[config.mk]
export PLATFORM = sky130hd
export DESIGN_NAME = branch_resolve_unit
export DESIGN_NICKNAME = d
export VERILOG_FILES = /design/src/rtl/branch_resolve_unit.sv
export SDC_FILE = /design/constraint.sdc
export NUM_CORES = 1
export LEC_CHECK = 0
export BUFFER_PORTS_ARGS = -buffer_cell sky130_fd_sc_hd__buf_2
export CAP_MARGIN = 20
export CORE_MARGIN = 2
export CORE_UTILIZATION = 40
export DETAILED_ROUTE_END_ITERATION = 12
export HOLD_SLACK_MARGIN = 0.12
export PLACE_DENSITY = 0.58
export RECOVER_POWER = 50
export SLEW_MARGIN = 20
export SYNTH_ARGS = -nofsm -noshare
export SYNTH_HDL_FRONTEND = slang
export SYNTH_SLANG_ARGS = --single-unit
[constraint.sdc]
create_clock -name clk -period 2.8 [get_ports clk]
set_clock_uncertainty 0.15 [all_clocks]
set_input_delay 0.28 -clock clk [delete_from_list [all_inputs] [get_ports clk]]
set_output_delay 0.28 -clock clk [all_outputs]
set_load 0.01 [all_outputs]
[src/rtl/branch_resolve_unit.sv]
// Branch resolve stage: compares r1 against r0 for the decoded condition, registers the
// outcome one cycle later, and trains a table of 2-bit saturating branch-history counters.
module branch_resolve_unit #(
    parameter int WIDTH      = 16,
    parameter int BHT_BITS   = 4,
    parameter int SIGNED_CMP = 0
) (
    input  logic                clk,
    input  logic                rst_n,
    input  logic                in_valid,
    input  logic [3:0]          opCode,
    input  logic [WIDTH-1:0]    r0,
    input  logic [WIDTH-1:0]    r1,
    input  logic [BHT_BITS-1:0] in_idx,
    input  logic                in_pred,
    input  logic                stall,
    input  logic                flush,
    input  logic [BHT_BITS-1:0] pred_idx,
    output logic                pred_taken,
    output logic                res_valid,
    output logic [1:0]          branch,
    output logic                mispredict,
    output logic [15:0]         br_count,
    output logic [15:0]         mp_count
);

    localparam int ENTRIES = 1 << BHT_BITS;

    logic [1:0]  r_bht [ENTRIES];
    logic        r_res_valid;
    logic [1:0]  r_branch;
    logic        r_mispredict;
    logic [15:0] r_br_count;
    logic [15:0] r_mp_count;

    logic        w_eq;
    logic        w_gt;
    logic        w_lt;
    logic        w_is_branch;
    logic        w_taken;
    logic        w_accept;
    logic        w_update;
    logic        w_mispredict;
    logic [1:0]  w_bht_cur;
    logic [1:0]  w_bht_next;

    // Handshake: a request is taken when in_valid=1 and stall=0 (no ready output; stall is the
    // back-pressure). flush overrides everything and only clears res_valid.
    assign w_accept = in_valid && !stall && !flush;
    assign w_update = w_accept && w_is_branch;

    always_comb begin
        w_eq = (r1 == r0);
        if (SIGNED_CMP != 0) begin
            w_gt = ($signed(r1) > $signed(r0));
            w_lt = ($signed(r1) < $signed(r0));
        end else begin
            w_gt = (r1 > r0);
            w_lt = (r1 < r0);
        end
    end

    always_comb begin
        w_is_branch = 1'b1;
        w_taken     = 1'b0;
        case (opCode)
            4'b0110: w_taken = w_eq;
            4'b0111: w_taken = !w_eq;
            4'b0100: w_taken = w_gt;
            4'b0101: w_taken = w_lt;
            4'b1000: w_taken = !w_lt;
            4'b1001: w_taken = !w_gt;
            default: w_is_branch = 1'b0;
        endcase
    end

    assign w_mispredict = w_is_branch && (w_taken != in_pred);

    always_comb begin
        w_bht_cur  = r_bht[in_idx];
        w_bht_next = w_bht_cur;
        if (w_taken) begin
            if (w_bht_cur != 2'b11) w_bht_next = w_bht_cur + 2'b01;
        end else begin
            if (w_bht_cur != 2'b00) w_bht_next = w_bht_cur - 2'b01;
        end
    end

    always_ff @(posedge clk or negedge rst_n) begin
        if (!rst_n) begin
            for (int i = 0; i < ENTRIES; i++) begin
                r_bht[i] <= 2'b01;
            end
        end else if (w_update) begin
            r_bht[in_idx] <= w_bht_next;
        end
    end

    always_ff @(posedge clk or negedge rst_n) begin
        if (!rst_n) begin
            r_res_valid  <= 1'b0;
            r_branch     <= 2'b01;
            r_mispredict <= 1'b0;
            r_br_count   <= 16'd0;
            r_mp_count   <= 16'd0;
        end else if (flush) begin
            r_res_valid <= 1'b0;
        end else if (!stall) begin
            if (in_valid) begin
                r_res_valid  <= 1'b1;
                r_branch     <= (w_is_branch && w_taken) ? 2'b00 : 2'b01;
                r_mispredict <= w_mispredict;
                if (w_is_branch) begin
                    if (r_br_count != 16'hFFFF) r_br_count <= r_br_count + 16'd1;
                    if (w_mispredict && (r_mp_count != 16'hFFFF)) r_mp_count <= r_mp_count + 16'd1;
                end
            end else begin
                r_res_valid <= 1'b0;
            end
        end
    end

    // Reads the registered table, so an update in flight is not visible until after the edge.
    assign pred_taken = r_bht[pred_idx][1];
    assign res_valid  = r_res_valid;
    assign branch     = r_branch;
    assign mispredict = r_mispredict;
    assign br_count   = r_br_count;
    assign mp_count   = r_mp_count;

endmodule

Yosys cells after proc, flatten, opt, wreduce, memory -nomap -nowiden
Cells that the tools add are included.

word-level totals
  bits in registers = 68
  latch bits = 0
  RAM bits = 0
  ROM bits = 0
  bits of input ports = 50
  output and inout bits = 37
  memories = 0

cells by class
  add/sub/neg operators = 4
  multiply operators = 0
  divide/modulo/power cells = 0
  $lt $le $gt $ge = 5
  eq/ne operators = 12
  shift operators = 0
  mux-type cells = 18
  bitwise logic cells = 4
  reduce and logical (&&, ||, !) cells = 17

operator list
  operator                                              count
  adder 16 x 1 -> 16 bit (second input constant)        2
  bitwise mux 32 bit                                    1
  != test 16 bit (second input constant)                2
  binary-select mux 2 bit (select 4 bit)                2
  equality test 16 bit                                  1
  equality test 4 x 3 -> 1 bit (second input constant)  4
  > comparator 16 bit                                   1
  < comparator 16 bit                                   1
  2-to-1 mux 2 bit                                      8
  >= comparator 5 bit (second input constant)           2
  inverter 4 -> 5 bit                                   2
  AND reduction 5 bit                                   2
  demux 2 bit (select 4 bit)                            1
  equality test 4 bit (second input constant)           2
  logical AND 1 bit                                     7
  case mux 1 bit (6 select lines)                       1
  OR reduction 6 bit                                    1
  logical NOT 1 bit                                     5
  < comparator 5 x 1 -> 1 bit (second input constant)   1
  2-to-1 mux 1 bit                                      5
  AND reduction 3 bit                                   1
  adder 2 x 1 -> 2 bit (second input constant)          1
  != test 2 x 1 -> 1 bit (second input constant)        1
  != test 2 bit (second input constant)                 1
  other kinds (4)                                       5

Logic depth before layout (Yosys ltp)
  depth after elaboration = 8
  gate-level depth with buffers = 11
  gate-level depth less buffers = 10

Worst setup path before layout
No wires, ideal clock.

  path type = in2reg
  from = input r0[14]
  to = register r_mp_count[1], in the netlist mp_count[1]
  arrival = 2.460 ns
  path slack = 0.063 ns
  stages = 10
  buffers on the path = 0
  cells stage by stage = inv_1 -> ha_1 -> a21oi_1 -> nand2_1 -> a22o_1 -> or4_4 -> o211a_4 -> nor3_2 -> or2_1 -> mux2_1

between the ends
  longest elaborated chain between the ends = 7
  elaborated cells on any way between the ends = 11
  those cells by class = 2 x order compare; 2 x eq/ne; 1 x mux; 6 x reduce/logical

ends and longest elaborated chain
  item                                         line        text
  from (decl)                                  12          input logic [WIDTH-1:0] r0,
  > comparator 16 bit (tied with other cells)  58          w_gt = (r1 > r0);
  logical NOT 1 bit (on tied branches)         72, 68, 71
  case mux 1 bit (6 select lines) *            66          case (opCode)
  != test 1 bit *                              77          assign w_mispredict = w_is_branch && (w_taken != in_pred);
  logical AND 1 bit *                          77
  logical AND 1 bit *                          115         if (w_mispredict && (r_mp_count != 16'hFFFF)) r_mp_count <= r_mp_count + 16'd1;
  AND reduction 5 bit (no line) *              n/a
  to (signal assigned)                         115
  to (decl)                                    34          logic [15:0] r_mp_count;

Every way passes the cells marked *; elsewhere a longest branch is shown, timed or not.
A chain may end at the register's enable or synchronous reset.

Final worst setup path
Same ends and word-level chain as after synthesis.

==> qor.yml <==
power.leakage_uw: 0.00217
antenna_cells: 0
hold_class: "in2reg"
wirelength_um: 8620
synth_edf_count: 0
clk_latency_ps: 340
fin_area_um2: 4780
drcViolationCount: 0
postRouteAntennaNets: 0
drt-initial-drc-count: 87
antenna_found_initial: 0
finalHoldViolations: 0
rsz0062_at_grt: "true"
grt_usage_pct: 17.2
violations: "max-capacitance violations, max-slew violations"
r2r_setup_slack_ps: 490
worstMarginPinSlew_ps: 1570
path_cells: "buf_2 -> inv_1 -> ha_1 -> a21oi_1 -> nand2_1 -> a22o_1 -> or4_4 -> o211ai_1 -> a211oi_2 -> or2_1 -> mux2_1"
post-route-min-period_ps: 2710
cts_tree: "done"
worstSetupPathType: "in2reg"
clock.fmax_ghz: 0.369
critPathMaxFanout: 4
start_kind: "input port"
synth_top_area_cell: "dfrtp_1"
grt_pass1_wl_um: 14300
final_nets: 546
postSynth.asyncResetShare_pct: 100
end_kind: "flip-flop"
cpMaxStageDelayCell: "or4_4"
syn_area_um2: 3920
fin_crit_sh_pct: 96.9
ir_worst_vdd_uv: 279
synth_ff_type: "dfrtp_1"
wl_per_cell_um: 14.0
io_pins: 87
h-tree-depth: 3
synth_nets: 443
hold_slack_ps: 228
layout-drive-gt1-share_pct: 28.0
arrival_ps: 2790
grt_pass1_vias: 3020
hp-start: "in_pred"
core_area_um2: 9640
cts_buffer_depth: 2
gp_congestion: 0.807
cts_inserted_buffers: 9
die_area_um2: 10600
drv_cap: 1
cts.reportedPaths.clkPinSlew_ps: 80
power_density_nw_per_um2: 491
vias_per_cell: 5.12
yosysSeqAreaShare_pct: 43.3
drv_slew: 29
hold_end: "mispredict$_DFFE_PN0P_"
synth_cell_types: 55
dr_total_vias: 3155
cts_sinks: 67
grt-ovfl-total: 0
fp.dieW_um: 103
synthToLayoutAreaGrowth_pct: 22.1
synth_top_area_share_pct: 31.9
rows: 36
ys_warn_count: 0
dp_hpwl_um: 6580
synth_cells: 375
dp_cells: 597
grt_max_degree: 41
synth_area_leaders: "dfrtp_1, dfstp_2, mux4_2"
final-setup-viol-count: 0
dr.pass1.iters: 4
status: "finished, violations left"
dpl_cell_area_um2: 4570
worstRegToRegCells: 5
hold_depth: 3
cpPeakStageDelay_ps: 520
synth-seq-cells: 67
timing.slew.headroom_pct: -4.62
stdcell_count: 616
die_h_um: 103
timing.rr.end: "r_bht[12]$_DFFE_PN1P_"
start_util_pct: 40.6
required_ps: 2870
cts-root-buf: "clkbuf_8"
port_buffers: 85
r2r_start: "r_bht[25]$_DFFE_PN0P_"
syn_avg_cell_area_um2: 10.4
==> area by class of cell <==
| class | count | area [µm²] |
|---|---|---|
| clock buffers | 9 | 124 |
| clock inverters | 7 | 98.8 |
| fillers | 947 | 4860 |
| inverters | 18 | 67.6 |
| multi-input cells | 277 | 2090 |
| flip-flops and latches | 67 | 1700 |
| well taps | 133 | 166 |
| repair buffers | 105 | 539 |
==> worst max-delay path by stage <==
| stage | startpoint | to |
|---|---|---|
| CTS | r0[14] | mp_count[1]$_DFFE_PN0P_ |
| global route | r0[14] | mp_count[1]$_DFFE_PN0P_ |
| global placement | r0[14] | mp_count[1]$_DFFE_PN0P_ |
| finish | r0[14] | mp_count[1]$_DFFE_PN0P_ |
| floorplan | r0[14] | mp_count[1]$_DFFE_PN0P_ |
| detailed placement | r0[14] | mp_count[1]$_DFFE_PN0P_ |
==> metrics by stage <==
stage	total power, µW	setup TNS [ps]	util [%]	setup slack [ps]
floorplan	1310	0	-	62.6
global placement	1470	-4660	47.4	-159
detailed placement	1470	-6980	47.4	-250
CTS	2390	0	50.1	51.3
global route	2470	-44.3	49.6	-44.3
finish	2350	0	49.6	87.3
==> sequential cells by signal (all words and copies together), names as in the netlist <==
| name | cells |
|---|---|
| res_valid | 1 |
| mispredict | 1 |
| r_bht | 32 |
| br_count | 16 |
| branch | 1 |
| mp_count | 16 |
==> Yosys cell counts (3+ instances only) <==
| library cell | number |
|---|---|
| dfrtp_1 | 50 |
| nand2_1 | 63 |
| nor3_1 | 4 |
| and4_1 | 5 |
| inv_1 | 18 |
| nand3_1 | 12 |
| mux2i_1 | 3 |
| dfstp_2 | 17 |
| nand4_1 | 10 |
| xnor2_1 | 21 |
| o21ai_0 | 16 |
| o21ai_1 | 25 |
| mux2_2 | 3 |
| o211ai_1 | 4 |
| ha_1 | 18 |
| buf_2 | 4 |
| a21oi_1 | 7 |
| buf_4 | 4 |
| nor2_1 | 8 |
| xor2_1 | 9 |
| nor2b_1 | 5 |
| o21a_1 | 3 |
| clkbuf_1 | 4 |
| mux4_2 | 14 |
| and3_1 | 10 |
| nor3b_1 | 3 |
==> cell families after synthesis <==
family	count (synthesis)	synth area share, %
XOR/XNOR	30	6.71
AND/OR/NAND/NOR	134	17.7
other	1	0.0957
multiplexers	21	9.96
flip-flops	67	43.3
AO/OA/AOI/OAI	71	12.2
buffers and inverters	31	3.67
adder cells (fa/ha/maj)	20	6.32
==> worst max-delay path: cells and delay by family <==
family	cells	cell delay, ps
fa+ha+maj	1	320
compound gates	4	890
buf+inv	2	110
simple gates	3	860
mux	1	310
==> report_power, final <==
part	internal, µW	leakage [µW]	switching, µW
clock	508	0.000110	398
combinational	157	0.00119	193
sequential	1040	0.000865	52.4
total	1700	0.00217	643
==> what timing repair did <==
action	in CTS	in global routing
setup buffers	0	0
resized for setup	0	3
endpoints found under the setup margin	0	13
hold buffers	3	0
hold endpoints to repair	22	0
==> routing by layer <==
layer  wire, µm  share of wire (%)  GRT usage [%]  vias up
met5          0                  0              0        -
met4         67               0.78           5.77        0
met3        389                4.5           3.39        6
met2       4090                 47           27.2       71
met1       4070                 47           23.7     1532
li1           -                  -              -     1546
==> layout by cell type, fill, tap and decap left out, types with 16 or more instances in the layout <==
cell type  netlist  layout
dfrtp_1         50      50
inv_1           18      18
buf_2            4      50
xnor2_1         21      21
buf_4            4      16
dfstp_2         17      17
ha_1            18      18
o21ai_1         25      25
o21ai_0         16      16
clkbuf_1         4      35
nand2_1         63      63
(Power assumes the default switching activity.)
